==> src/rtl/sccb_pkg.sv <==
// sccb_pkg: shared state codes, WR encodings and timing helpers
// for the SCCB master.
package sccb_pkg;

    typedef logic [2:0] sccb_state_t;

    localparam sccb_state_t ST_IDLE    = 3'd0;
    localparam sccb_state_t ST_START   = 3'd1;
    localparam sccb_state_t ST_BIT     = 3'd2;
    localparam sccb_state_t ST_ACK     = 3'd3;
    localparam sccb_state_t ST_STOP    = 3'd4;
    localparam sccb_state_t ST_RESTART = 3'd5;
    localparam sccb_state_t ST_DONE    = 3'd6;

    localparam logic [1:0] WR_WRITE = 2'b01;
    localparam logic [1:0] WR_READ  = 2'b10;

    localparam int BITS_PER_BYTE = 9;

    function automatic logic [15:0] half_period(input logic [15:0] div);
        return (div == 16'd0) ? 16'd1 : div;
    endfunction

    function automatic logic [15:0] sda_delay(input logic [15:0] nd,
                                              input logic [15:0] h);
        return (nd > h - 16'd1) ? h - 16'd1 : nd;
    endfunction

endpackage

==> src/rtl/sccb_clkgen.sv <==
// sccb_clkgen: half-period timer producing SCL edge and SDA update strobes.
// A zero SDA delay makes the SDA strobe coincide with the SCL fall.
module sccb_clkgen (
    input  logic        clk,
    input  logic        rstn,
    input  logic        i_en,
    input  logic [15:0] i_h,
    input  logic [15:0] i_d,
    output logic        o_scl_rise,
    output logic        o_scl_fall,
    output logic        o_sda_tick
);
    logic [15:0] r_cnt;
    logic        r_hi;
    logic        w_end;

    assign w_end      = i_en && (r_cnt == i_h - 16'd1);
    assign o_scl_fall = w_end && r_hi;
    assign o_scl_rise = w_end && !r_hi;
    assign o_sda_tick = (i_d == 16'd0) ? o_scl_fall
                      : (i_en && !r_hi && (r_cnt == i_d - 16'd1));

    always_ff @(posedge clk or negedge rstn) begin
        if (!rstn) begin
            r_cnt <= '0;
            r_hi  <= 1'b1;
        end else if (!i_en) begin
            r_cnt <= '0;
            r_hi  <= 1'b1;
        end else if (w_end) begin
            r_cnt <= '0;
            r_hi  <= !r_hi;
        end else begin
            r_cnt <= r_cnt + 16'd1;
        end
    end

endmodule

==> src/rtl/sccb_master.sv <==
// sccb_master: SCCB 3-phase write and 2+2-phase read bus master.
// Define SCCB_ACK_CHECK_EN to abort on a slave NACK of a write byte.
module sccb_master
    import sccb_pkg::*;
(
    input  logic        clk,
    input  logic        rstn,
    input  logic        Start,
    output logic        Busy,
    input  logic [31:0] DataOut,
    input  logic [1:0]  WR,
    input  logic [15:0] ClockDiv,
    input  logic [15:0] NegDel,
    output logic [31:0] DataIn,
    output logic        scl,
    output logic        sda_o,
    output logic        sda_oe,
    input  logic        sda_i
);
    sccb_state_t r_state;
    logic [1:0]  r_wr;
    logic [6:0]  r_id;
    logic [7:0]  r_reg;
    logic [7:0]  r_wdat;
    logic [7:0]  r_sh;
    logic [7:0]  r_rx;
    logic [7:0]  r_rdata;
    logic [15:0] r_h;
    logic [15:0] r_d;
    logic [2:0]  r_bit;
    logic [1:0]  r_byte;
    logic        r_stophi;
    logic        r_nack;
    logic        r_err;
    logic        r_scl;
    logic        r_sda_o;
    logic        r_sda_oe;

    logic        w_run;
    logic        w_rise;
    logic        w_fall;
    logic        w_tick;
    logic        w_accept;
    logic        w_rd_byte;
    logic        w_last;
    logic        w_ack_fail;
    logic        w_unused;
    logic [15:0] w_h;

    assign w_h       = half_period(ClockDiv);
    assign w_accept  = Start && (r_state == ST_IDLE)
                    && ((WR == WR_WRITE) || (WR == WR_READ));
    assign w_run     = (r_state != ST_IDLE) && (r_state != ST_DONE);
    assign w_rd_byte = (r_byte == 2'd3);
    // Byte order: 0 ID, 1 register, 2 data (write) or {ID,1} (read), 3 read data
    assign w_last    = w_rd_byte || ((r_wr == WR_WRITE) ? (r_byte == 2'd2)
                                                        : (r_byte == 2'd1));
`ifdef SCCB_ACK_CHECK_EN
    assign w_ack_fail = !w_rd_byte && sda_i;
`else
    assign w_ack_fail = 1'b0;
`endif
    assign w_unused = ^{DataOut[31:24], DataOut[16]};

    assign Busy   = (r_state != ST_IDLE);
    assign scl    = r_scl;
    assign sda_o  = r_sda_o;
    assign sda_oe = r_sda_oe;
    assign DataIn = {r_err, 23'd0, r_rdata};

    sccb_clkgen u_clkgen (
        .clk        (clk),
        .rstn       (rstn),
        .i_en       (w_run),
        .i_h        (r_h),
        .i_d        (r_d),
        .o_scl_rise (w_rise),
        .o_scl_fall (w_fall),
        .o_sda_tick (w_tick)
    );

    always_ff @(posedge clk or negedge rstn) begin
        if (!rstn) begin
            r_state  <= ST_IDLE;
            r_wr     <= '0;
            r_id     <= '0;
            r_reg    <= '0;
            r_wdat   <= '0;
            r_sh     <= '0;
            r_rx     <= '0;
            r_rdata  <= '0;
            r_h      <= '0;
            r_d      <= '0;
            r_bit    <= '0;
            r_byte   <= '0;
            r_stophi <= 1'b0;
            r_nack   <= 1'b0;
            r_err    <= 1'b0;
            r_scl    <= 1'b1;
            r_sda_o  <= 1'b1;
            r_sda_oe <= 1'b0;
        end else begin
            case (r_state)
                ST_IDLE: begin
                    if (w_accept) begin
                        r_wr     <= WR;
                        r_id     <= DataOut[23:17];
                        r_reg    <= DataOut[15:8];
                        r_wdat   <= DataOut[7:0];
                        r_sh     <= {DataOut[23:17], 1'b0};
                        r_h      <= w_h;
                        r_d      <= sda_delay(NegDel, w_h);
                        r_bit    <= '0;
                        r_byte   <= '0;
                        r_nack   <= 1'b0;
                        r_err    <= 1'b0;
                        r_sda_oe <= 1'b1;
                        r_sda_o  <= 1'b0;
                        r_state  <= ST_START;
                    end
                end
                ST_START: begin
                    if (w_fall) begin
                        r_scl   <= 1'b0;
                        r_state <= ST_BIT;
                    end
                    if (w_tick)
                        r_sda_o <= r_sh[7];
                end
                ST_BIT: begin
                    if (w_fall)
                        r_scl <= 1'b0;
                    if (w_tick) begin
                        r_sda_oe <= !w_rd_byte;
                        r_sda_o  <= r_sh[7];
                    end
                    if (w_rise) begin
                        r_scl <= 1'b1;
                        r_sh  <= {r_sh[6:0], 1'b0};
                        r_rx  <= {r_rx[6:0], sda_i};
                        r_bit <= r_bit + 3'd1;
                        if (r_bit == 3'(BITS_PER_BYTE - 2))
                            r_state <= ST_ACK;
                    end
                end
                ST_ACK: begin
                    if (w_fall)
                        r_scl <= 1'b0;
                    // Release for the slave's ACK; drive NA after a read byte
                    if (w_tick) begin
                        r_sda_oe <= w_rd_byte;
                        r_sda_o  <= 1'b1;
                    end
                    if (w_rise) begin
                        r_scl <= 1'b1;
                        if (w_last || w_ack_fail) begin
                            r_nack   <= w_ack_fail;
                            r_stophi <= 1'b0;
                            r_state  <= ST_STOP;
                        end else begin
                            r_byte  <= r_byte + 2'd1;
                            r_sh    <= (r_byte == 2'd0) ? r_reg : r_wdat;
                            r_state <= ST_BIT;
                        end
                    end
                end
                ST_STOP: begin
                    if (w_fall) begin
                        if (r_stophi) begin
                            r_sda_o <= 1'b1;
                            r_state <= (r_wr == WR_READ && r_byte == 2'd1
                                        && !r_nack) ? ST_RESTART : ST_DONE;
                        end else begin
                            r_scl <= 1'b0;
                        end
                    end
                    if (w_tick && !r_stophi) begin
                        r_sda_oe <= 1'b1;
                        r_sda_o  <= 1'b0;
                    end
                    if (w_rise) begin
                        r_scl    <= 1'b1;
                        r_stophi <= 1'b1;
                    end
                end
                ST_RESTART: begin
                    if (w_rise) begin
                        r_sda_o <= 1'b0;
                        r_sh    <= {r_id, 1'b1};
                        r_byte  <= 2'd2;
                        r_state <= ST_START;
                    end
                end
                ST_DONE: begin
                    r_scl    <= 1'b1;
                    r_sda_o  <= 1'b1;
                    r_sda_oe <= 1'b0;
                    r_err    <= r_nack;
                    if (r_wr == WR_READ && !r_nack)
                        r_rdata <= r_rx;
                    r_state  <= ST_IDLE;
                end
                default: r_state <= ST_IDLE;
            endcase
        end
    end

endmodule
==> config.mk <==
export PLATFORM = sky130hd
export DESIGN_NAME = sccb_master
export DESIGN_NICKNAME = d
export VERILOG_FILES = /design/src/rtl/sccb_pkg.sv /design/src/rtl/sccb_clkgen.sv /design/src/rtl/sccb_master.sv
export SDC_FILE = /design/constraint.sdc
export NUM_CORES = 1
export LEC_CHECK = 0
export CORE_MARGIN = 10
export CORE_UTILIZATION = 45
export CTS_BUF_LIST = sky130_fd_sc_hd__clkbuf_4
export CTS_CLUSTER_DIAMETER = 60
export DETAILED_ROUTE_END_ITERATION = 8
export HOLD_SLACK_MARGIN = 0.05
export PLACE_DENSITY = 0.76
export SETUP_SLACK_MARGIN = 0.5
export SLEW_MARGIN = 20
export SYNTH_ARGS = -nofsm -noshare
export SYNTH_HDL_FRONTEND = slang
export SYNTH_SLANG_ARGS = --single-unit
==> constraint.sdc <==
create_clock -name clk -period 4.31 [get_ports clk]
set_input_delay 0.862 -clock clk [delete_from_list [all_inputs] [get_ports clk]]
set_output_delay 0.862 -clock clk [all_outputs]
set_load 0.01 [all_outputs]
# == Yosys cells after proc, flatten, opt, wreduce, memory -nomap -nowiden ==
# Cells that the tools add are included.
# totals
output_inout_bits,36
inputBits,70
ff_bits,112
word_cells,170
# op_classes
addsub,6
magnitude_cmp,1
muxes,59
reduce_logical,47
n_eq_ne,37
# ops
cell,count
$mux 16,4
$mux 8,6
$sub 16x1->16 const B,3
$mux 3,11
$eq 16x16->1,2
$logic_not 16->1,2
$pmux 8 s4,1
$mux 1,23
$ne 2x2->1 const B,9
$pmux 3 s6,1
$add 16x1->16 const B,1
$gt 16x16->1,1
$ne 2x1->1 const B,7
$eq 3x3->1 const B,4
$logic_and 1x1->1,12
$mux 2,5
$reduce_and 5->1,2
$eq 2x2->1 const B,4
$reduce_and 2->1,4
$reduce_and 4->1,2
$reduce_and 8->1,1
$reduce_bool 2->1,4
$reduce_bool 4->1,2
$reduce_and 7->1,1
other kinds (24),38

# == Longest topological paths before layout ==
# Gate-level depths: netlist of run 1.
# logic_depth
depth_word,8
mapped_depth,19
ltp_nobuf,18

# == Modules after synthesis ==
# A second synthesis of run 1 with hierarchy kept.
# hier_totals
hier_cells,877
hier_area_um2,7468.4
# by_module_without_submodules
module,n_inst,seq_area_each_um2,cells_per_inst,area_per_inst_um2
sccb_master,1,2329.7,618,5459.0
sccb_clkgen,1,426.7,259,2009.4

# == Least setup slack after synthesis of run 1 ==
# Ideal clock, no wire load.
# synth_timing
kind,input-to-reg
from,in ClockDiv[4]
to,reg r_d[15]
required_time_ns,4.186
path_slack_ns,-0.188
arrival_time_ns,4.374
stages,19
setup_ns,0.124
path_cell_list,nor4_1 -> nand2_1 -> nor3_1 -> a31oi_1 -> ha_1 -> nand2_1 -> nor4_1 -> nor2b_1 -> xnor2_1 -> ha_1 -> a21o_1 -> a21o_1 -> a21oi_1 -> o21ai_0 -> a211o_1 -> o221a_2 -> clkbuf_1 -> nor3b_1 -> a211o_1
# synth_between
elab_chain_len,5
# synth_rtl
item,line_no,text
from (decl),sccb_master.sv:12,"input logic [15:0] ClockDiv,"
$logic_not 16->1,sccb_pkg.sv:21,return (div == 16'd0) ? 16'd1 : div;
$mux 16 *,sccb_pkg.sv:21,
$sub 16x1->16 *,sccb_pkg.sv:26,return (nd > h - 16'd1) ? h - 16'd1 : nd;
$gt 16x16->1,sccb_pkg.sv:26,
$mux 16 *,sccb_pkg.sv:26,
to (signal assigned),sccb_master.sv:112,"r_d <= sda_delay(NegDel, w_h);"
to (decl),sccb_master.sv:29,logic [15:0] r_d;
# Every way passes the cells marked *; elsewhere a longest branch is shown, timed or not.
# A chain may end at the register's enable or synchronous reset.

# == Worst setup path after layout of run 1 ==
# layout_timing
from,in ClockDiv[10]
to,reg r_d[12]
# Same word-level chain as after synthesis.

==> impl_metrics.toml, run 1 <==
[finish]
fillers = 1432
syn2layout_area_growth_pct = 22.0
postLayoutCoreUtil = 0.563
stdcell_area_um2 = 9010
reg_top3 = "r_d: 16 flops, r_h: 16 flops, u_clkgen.r_cnt: 16 flops"
layout_common_cells = "nand2_1 (176), dfrtp_1 (107), nor2_1 (75), buf_4 (55), clkdlybuf4s50_1 (55)"
layout_commonest_cell = "nand2_1"
num-nets-final = 1052
drive_above_1_share = 0.164

[power]
vdd.ir_drop.worst_uv = 208
p_total_uw = 4430
seq_power_share = 0.414
comb_power_share = 0.455
power.internal_uw = 2520
sw_frac_of_total = 0.430
pwr-share-clk = 0.132
p_sw_uw = 1910
pwr_density_cell_nw_per_um2 = 491
power_leakage_uw = 0.00417

[global_route]
grt_use_met1 = 0.240
antenna_found_initial = 1
grtUsageMet3 = 0.0279
grt_use_met2 = 0.271
grt_pass1_vias = 6137
grt_pass1_wl_mm = 31.6
top_usage_layer = "met2"
overflow = 0
grt_usage = 0.173
grt_max_degree = 74

[sta]
worst_pin_slew_ns = 1.00
setup_viol = 0
slew-limit-headroom = 0.331
hold_viol = 0
clock.fmax_mhz = 252
grt_setup_unrepaired = "yes"
final.setup.tns_ns = 0
fin_skew_ns = 0.0266
finalCriticalPeriod_ns = 3.97
period_share = 0.922
drv_slew = 0

[cts]
ctsHoldBuffers = 0
clk_latency_ns = 0.49
cts.path.max_buffers = 2
h-tree-depth = 3
cts_tree = "done"
cts_sinks = 110
numCtsBuffers = 9
cts_root_buf = "clkbuf_4"
clk_pin_slew_ns = 0.18

[detailed_routing]
routed_wl_mm = 19.2
wl_per_cell_um = 16.3
num_vias = 6397
via_per_inst = 5.43
drt_iter0_drc = 468
antenna_left = 0
firstDrtPassIters = 5
post-route-drc-count = 0

[min_path]
hold_depth = 2
min_from = "sda_o"
hp-class = "flop to flop"
whs_endpoint = "sda_o"

[setup_path]
r2r_start = "r_h[2]"
worstSetupStartpointType = "primary input"
worstPathMaxFanout = 7
worst-r2r-cell-count = 9
timing.rr.end = "sda_oe"
critPathKind = "primary input to flop"
arrival_ns = 4.37
crit_required_ns = 4.71
end_kind = "flop"
reg2reg_slack_ns = 0.83

[synthesis]
avgSynthCellArea_um2 = 8.57
synth_edf_count = 0
ys_seq_area_frac = 0.373
async_flop_share = 1.00
ys_warn_count = 0
synth_cells = 862
ys_seq_elements = 110
synth_ff_type = "dfrtp_1"
ys_types = 74
synth_area_um2 = 7380

[floorplan]
core_area_um2 = 16000
die_w_um = 148
core.rowCount = 46
dieArea_um2 = 21900
die_y_um = 148
io_pins = 106
initial_core_util = 0.462

[placed_design]
placed_cell_area_um2 = 8540
gp_congestion = 0.932
dpl.hpwl_mm = 13.8
port_buffers = 72

[flow_run]
drv_cap = 0

[outcome]
outcome = "finished clean"
worst max-delay path, stage by stage:
cell	delay (ns)
buf_4	0.12
nor3_4	0.25
nand2b_4	0.09
nor3_4	0.19
buf_6	0.13
a31oi_4	0.09
ha_4	0.19
nand2_4	0.08
nor4_4	0.05
nor2b_4	0.13
xnor2_2	0.19
ha_1	0.29
a21o_1	0.20
a21o_1	0.17
a21oi_2	0.16
o21ai_2	0.08
a211o_1	0.25
o221a_4	0.28
buf_12	0.14
buf_16	0.13
a221o_1	0.30
final cells by class:
class / count / area (um2) / share of cell area
well taps: 216 / 270 / 0.0300
clock inverters: 6 / 86.3 / 0.00958
inverters: 25 / 93.8 / 0.0104
repair buffers: 132 / 1260 / 0.140
multi-input cells: 679 / 4470 / 0.496
clock buffers: 10 / 75.1 / 0.00833
diodes: 1 / 2.50 / 0.000278
flip-flops and latches: 110 / 2760 / 0.306
routing by layer:
metal / wire, um / part of all wire
met5: 0 / 0
met4: 272 / 0.014
met3: 995 / 0.052
met2: 8990 / 0.47
met1: 8950 / 0.47
timing repair:
action	in CTS	in global routing
resized for setup	81	15
pin swaps	17	3
buffers inserted	6	5
setup endpoints to repair	16	20
cloned	3	0
cell usage after synthesis, types with 3 or more instances:
cell type  count  area, um2
clkbuf_1      41        154
o21ai_1        3       15.0
or3b_2         3       26.3
nand3b_1       3       22.5
nor2_1        85        319
nor4_1         9       56.3
nand2_1      179        672
a21oi_1       24        120
o211ai_1       3       22.5
dfrtp_1      107       2680
mux2_1        14        158
nand2b_1       5       31.3
a221o_1       12        120
o21a_1         7       52.6
o21ai_0       35        175
a21o_1         3       22.5
inv_1         25       93.8
or2_2          4       25.0
mux2i_1       24        240
buf_4         24        180
a31oi_1        7       43.8
nand4_1        9       56.3
ha_1          25        313
o31ai_1       10       75.1
nor3_1        20        100
and3_1         5       31.3
nand3_1       18       90.1
xor2_1        28        245
nor2b_1        6       37.5
xnor2_1       34        298
nor3b_1        8       60.1
nor4b_1        3       26.3
mux2_2        16        180
dfstp_2        3       78.8
or3_1          7       43.8
power by group through the flow:
stage | combinational (uW) | clock, uW | sequential [uW]
after floorplan | 1580 | 0 | 1650
after global placement | 1860 | 0 | 1830
after detailed placement | 1920 | 0 | 1850
after CTS | 1980 | 595 | 1820
after global routing | 2240 | 630 | 1890
final | 2010 | 582 | 1830
cell families after synthesis:
group,Yosys count,synth area share
buf+inv,96,0.0625
other cells,1,0.000508
xor+xnor,63,0.0766
mux,54,0.0783
simple gates,381,0.241
compound gates,132,0.125
fa+ha+maj,25,0.0424
flops,110,0.373
how the worst max path moves through the flow:
stage,start,endpoint,cells after the start
2_1_floorplan,ClockDiv[4],r_d[15],19
3_3_place_gp,ClockDiv[4],r_d[5],20
3_5_place_dp,ClockDiv[4],r_d[5],20
4_1_cts,ClockDiv[3],r_d[1],21
5_1_grt,ClockDiv[10],r_d[0],22
6_report,ClockDiv[10],r_d[12],21
per-stage QoR:
stage          hold WS [ns]  setup slack, ns  instances
2_1_floorplan         0.440           0.0657        885
3_3_place_gp          0.454           -0.475       1148
3_5_place_dp          0.464           -0.560       1148
4_1_cts               0.490            0.503       1173
5_1_grt               0.497            0.210       1179
6_report              0.486            0.338       1179
No activity file was read; power rests on OpenSTA's default activity.
==> run 2, diff against run 1 <==
Settings changed: CORE_UTILIZATION 45 to 35, PLACE_DENSITY 0.76 to 0.63.
==> impl_metrics.toml, run 2 (synthesized netlist as in run 1, its figures left out) <==
[outcome]
outcome = "finished clean"

[finish]
layoutNonFillerInstCount = 1256
syn2layout_area_growth_pct = 23.4
stdcell_area_um2 = 9120
num-nets-final = 1070
layout_commonest_cell = "nand2_1"
layout_common_cells = "nand2_1 (176), dfrtp_1 (107), nor2_1 (83), buf_4 (71), clkdlybuf4s50_1 (55)"
drive_above_1_share = 0.169
fillers = 2049
reg_top3 = "r_d: 16 flops, r_h: 16 flops, u_clkgen.r_cnt: 16 flops"

[placed_design]
placed_cells = 1210
pre_cts_ws_ns = -0.664
gp_congestion = 0.871
placed_cell_area_um2 = 8640
dpl.hpwl_mm = 14.4
port_buffers = 72

[cts]
clk_pin_slew_ns = 0.20
cts_sinks = 110
cts_root_buf = "clkbuf_4"
numCtsBuffers = 9
clk_latency_ns = 0.51
cts.path.max_buffers = 2
h-tree-depth = 3
cts_tree = "done"

[setup_path]
end_kind = "flop"
worstSetupStartpointType = "primary input"
max_stage_delay_ns = 0.32
worstPathMaxFanout = 8
crit_chain = "buf_8 -> nor4_4 -> nand2_2 -> nor3_4 -> a31oi_4 -> ha_4 -> nand2_4 -> nor4_4 -> nor2b_4 -> xnor2_2 -> ha_1 -> a21o_1 -> a21o_1 -> a21oi_2 -> o21ai_2 -> a211o_1 -> o221a_4 -> buf_12 -> a221o_1"
crit_required_ns = 4.71
crit_buf_inv = 2
critPathKind = "primary input to flop"
cp_slowest_cell = "ha_1"
crit_family = "compound AO/OA/AOI/OAI gates"
arrival_ns = 4.18

[detailed_routing]
wl_per_cell_um = 15.4
routed_wl_mm = 19.4
post-route-drc-count = 0
via_per_inst = 5.07
num_vias = 6367
firstDrtPassIters = 5
drt_iter0_drc = 575
antenna_left = 0

[power]
p_sw_uw = 1870
sw_frac_of_total = 0.432
seq_power_share = 0.422
pwr-share-clk = 0.120
power.internal_uw = 2460
pwr_density_cell_nw_per_um2 = 475
power_leakage_uw = 0.00424
comb_power_share = 0.459
vdd.ir_drop.worst_uv = 197

[sta]
slew-limit-headroom = 0.372
worst_pin_slew_ns = 0.943
fin_skew_ns = 0.0333
clock.fmax_mhz = 265
post-route-worst-setup-slack_ns = 0.532
period_share = 0.876
setup_viol = 0
hold_viol = 0
finalCriticalPeriod_ns = 3.78
grt_setup_unrepaired = "yes"
drv_slew = 0

[global_route]
grt_usage = 0.142
grt_pass1_wl_mm = 31.8
grt_max_degree = 72
grt_pass1_vias = 6186
antenna_found_initial = 1
overflow = 0

[flow_run]
drv_cap = 0

[floorplan]
io_pins = 106
die_w_um = 165
core_area_um2 = 20900
dieArea_um2 = 27300
initial_core_util = 0.354
core.rowCount = 53
die_y_um = 165

[min_path]
hp-class = "primary input to asynchronous set/reset pin"
==> run 2: cell count changes in the layout (fill, tap and decap cells not counted), sizes merged <==
| cell | delta |
|---|---|
| inv | +1 |
| bufinv | -1 |
| dlygate4sd2 | +4 |
| buf | +14 |
==> run 2: cell type report <==
cell class	count	area [um2]	share of cell area
inverter	25	93.8	0.0103
timing repair buffer	150	1370	0.150
tap	275	344	0.0377
antenna	1	2.50	0.000274
multi-input combinational	679	4420	0.485
clock inverter	6	52.6	0.00576
sequential	110	2760	0.302
clock buffer	10	75.1	0.00823
==> run 2: worst paths after layout <==
check,startpoint,endpoint,slack (ns),depth (start not counted)
min,rstn,r_id[5],0.45,1
min in group clk,sda_o,sda_o,0.49,2
min reg2reg,sda_o,sda_o,0.49,2
max reg2reg,r_h[2],sda_oe,0.86,9
max in group asynchronous,rstn,r_rdata[6],2.99,2
max,ClockDiv[3],r_d[9],0.53,19
==> run 2: repair_timing <==
item,in CTS,in global routing
pin swaps,18,6
setup buffers,24,4
resized for setup,56,10
setup endpoints to repair,16,36
hold buffers,0,0
endpoints found under the hold margin,0,0
gates cloned,1,0
==> run 2: metal layers <==
| layer | GRT usage | share of wire |
|---|---|---|
| met5 | 0 | 0 |
| met4 | 0.0487 | 0.016 |
| met3 | 0.0243 | 0.052 |
| met2 | 0.219 | 0.46 |
| met1 | 0.196 | 0.47 |
==> run 2: per-stage QoR <==
stage | util | setup TNS (ns) | total power (uW) | hold WS (ns)
2_1_floorplan | - | 0 | 3240 | 0.440
5_1_grt | 0.436 | 0 | 4710 | 0.492
3_3_place_gp | 0.414 | -8.71 | 3720 | 0.454
3_5_place_dp | 0.414 | -9.90 | 3780 | 0.462
6_report | 0.436 | 0 | 4330 | 0.447
4_1_cts | 0.433 | 0 | 4330 | 0.471
==> run 2: power groups by stage <==
stage / sequential, uW / clock [uW] / combinational, uW
after floorplan: 1650 / 0 / 1580
after global placement: 1840 / 0 / 1890
after detailed placement: 1850 / 0 / 1930
after CTS: 1820 / 537 / 1980
after global routing: 1890 / 580 / 2240
final: 1820 / 518 / 1990
==> edit, RTL diff (flow settings as in run 2) <==
The option `SCCB_ACK_CHECK_EN` is turned on by a define.
--- a/src/rtl/sccb_master.sv
+++ b/src/rtl/sccb_master.sv
@@ -1,5 +1,7 @@
 // sccb_master: SCCB 3-phase write and 2+2-phase read bus master.
 // Define SCCB_ACK_CHECK_EN to abort on a slave NACK of a write byte.
+`define SCCB_ACK_CHECK_EN
+
 module sccb_master
     import sccb_pkg::*;
 (
Behaviour: same outputs for any inputs over 10 cycles, from zero or initial values and one cycle with rstn low; that may be too few to reach the edited logic, so the function may still have changed.
==> edit against run 2 <==
First-iteration DRC count is 6.6% lower. Area after synthesis is 0.22% lower. Fmax is 4.2% lower. Final area is 0.43% lower. Die area is 0.19% lower. Critical path type unchanged. Routed wire length is 0.94% higher. Largest cell class unchanged. Count of clock-buffer cells in the layout is 1 lower. Sequential cell count is 2 higher. Clock skew is 13 ps lower. Worst setup slack worse by 160 ps. Total power is 8.8% lower.
==> edit: results (changes against run 2) <==
metric	value	unit	change
Final GP Congestion	0.876		+0.57%
fill cell count	2088		+1.9%
synth cell count leaders	nand2_1 (181), dfrtp_1 (109), nor2_1 (67)		
RR Endpoint	r_rx[7]		
Leak Pwr	4.05	nW	-4.4%
Post-CTS Setup Repair Bufs	9		-63%
reg2reg start	r_h[0]		
DR pass1 iterations	4		-1
layout net count	1080		+0.93%
placed cell count	1235		+2.1%
Seq/Total Area, Yosys	38.1	%	+0.76 points
Worst VDD drop	167	µV	-15%
CP startpoint	ClockDiv[2]		
Max FO, Critical Path	4		-4
Comb pwr share	41.8	%	-4.1 points
Reg2Reg Depth	11		+2
status	completed		
placed inst area	8650	µm²	+0.10%
Clock Skews	20.1	ps	-13.2 ps
PortBufs	73		+1.4%
GR Util All Layers	14.4	%	+0.21 points
Pwr top	registers		
Syn Inst Count	878		+1.9%
Worst-path clk slew	180	ps	-20 ps
Place WS	-645	ps	+18.7 ps
first-iteration detailed-routing DRC count	537		-6.6%
DP HPWL	14500	µm	+0.96%
largest net degree at the start of global routing	76		+5.6%
top cells by area, synth	dfrtp_1 (37%), nand2_1 (9.2%), xnor2_1 (4.6%)		
vias in the first global route	6201		+0.24%
combinational power	0.00165	W	-17%
Clk pwr share	13.6	%	+1.6 points
CTS Buf Count	9		unchanged
max_slew headroom	33.6	%	-3.5 points
final hold slack	480	ps	+33.1 ps
drt wl/cell	15.4	µm	+0.14%
Vias/cell	5.06		-0.24%
Cell variety after synth	72		-2.7%
share of cells above drive strength 1	16.8	%	-0.17 points
-- edit: cell count changes after synthesis, moves of 6 or more --
cell / run 2 / this run
mux2_1: 14 / 0
nor4_1: 9 / 15
o21ai_0: 35 / 59
nor2_1: 85 / 67
nor2b_1: 6 / 12
a21o_1: 3 / 16
nor3_1: 20 / 27
o31ai_1: 10 / 1
clkbuf_1: 41 / 32
a221o_1: 12 / 1
inv_1: 25 / 16
a21oi_1: 24 / 34
mux2i_1: 24 / 13
-- edit: worst max-delay path, cell delays in order --
cell,delay (ps)
buf_6,100
nor2_4,90
or4b_4,470
or3_4,380
or3_4,400
nor2_4,150
xnor2_2,90
ha_1,320
a21o_1,190
a21o_1,150
a21o_1,150
a21oi_2,110
nor2b_1,50
o21ai_1,150
a31oi_2,140
buf_6,160
or2_4,220
a22o_1,170
-- edit: final cells by class --
class,count,area [µm²],area share (%)
antenna,1,2.50,0.0276
clock buffer,9,67.6,0.744
clock inverter,7,71.3,0.786
inverter,16,60.1,0.662
multi-input combinational,702,4410,48.5
sequential,112,2810,30.9
tap,275,344,3.79
timing repair buffer,144,1320,14.5
-- edit: per-layer routing --
| layer | global-route usage, % | vias up | wire [µm] | share of wire [%] |
|---|---|---|---|---|
| met5 | 0 | - | 0 | 0 |
| met4 | 4.19 | 0 | 282 | 1.4 |
| met3 | 2.33 | 19 | 890 | 4.6 |
| met2 | 21.7 | 134 | 8800 | 45 |
| met1 | 20.7 | 3053 | 9570 | 49 |
| li1 | - | 3196 | - | - |
-- edit: cells by family after synthesis --
family	share of synthesized area (%)
muxes	5.18
xor gates and xnor gates	7.83
and+or+nand+nor	25.3
adders and majority gates	4.25
other	0.0509
buffers and inverters	5.98
DFF	38.1
AOI/OAI and AO/OA	13.4
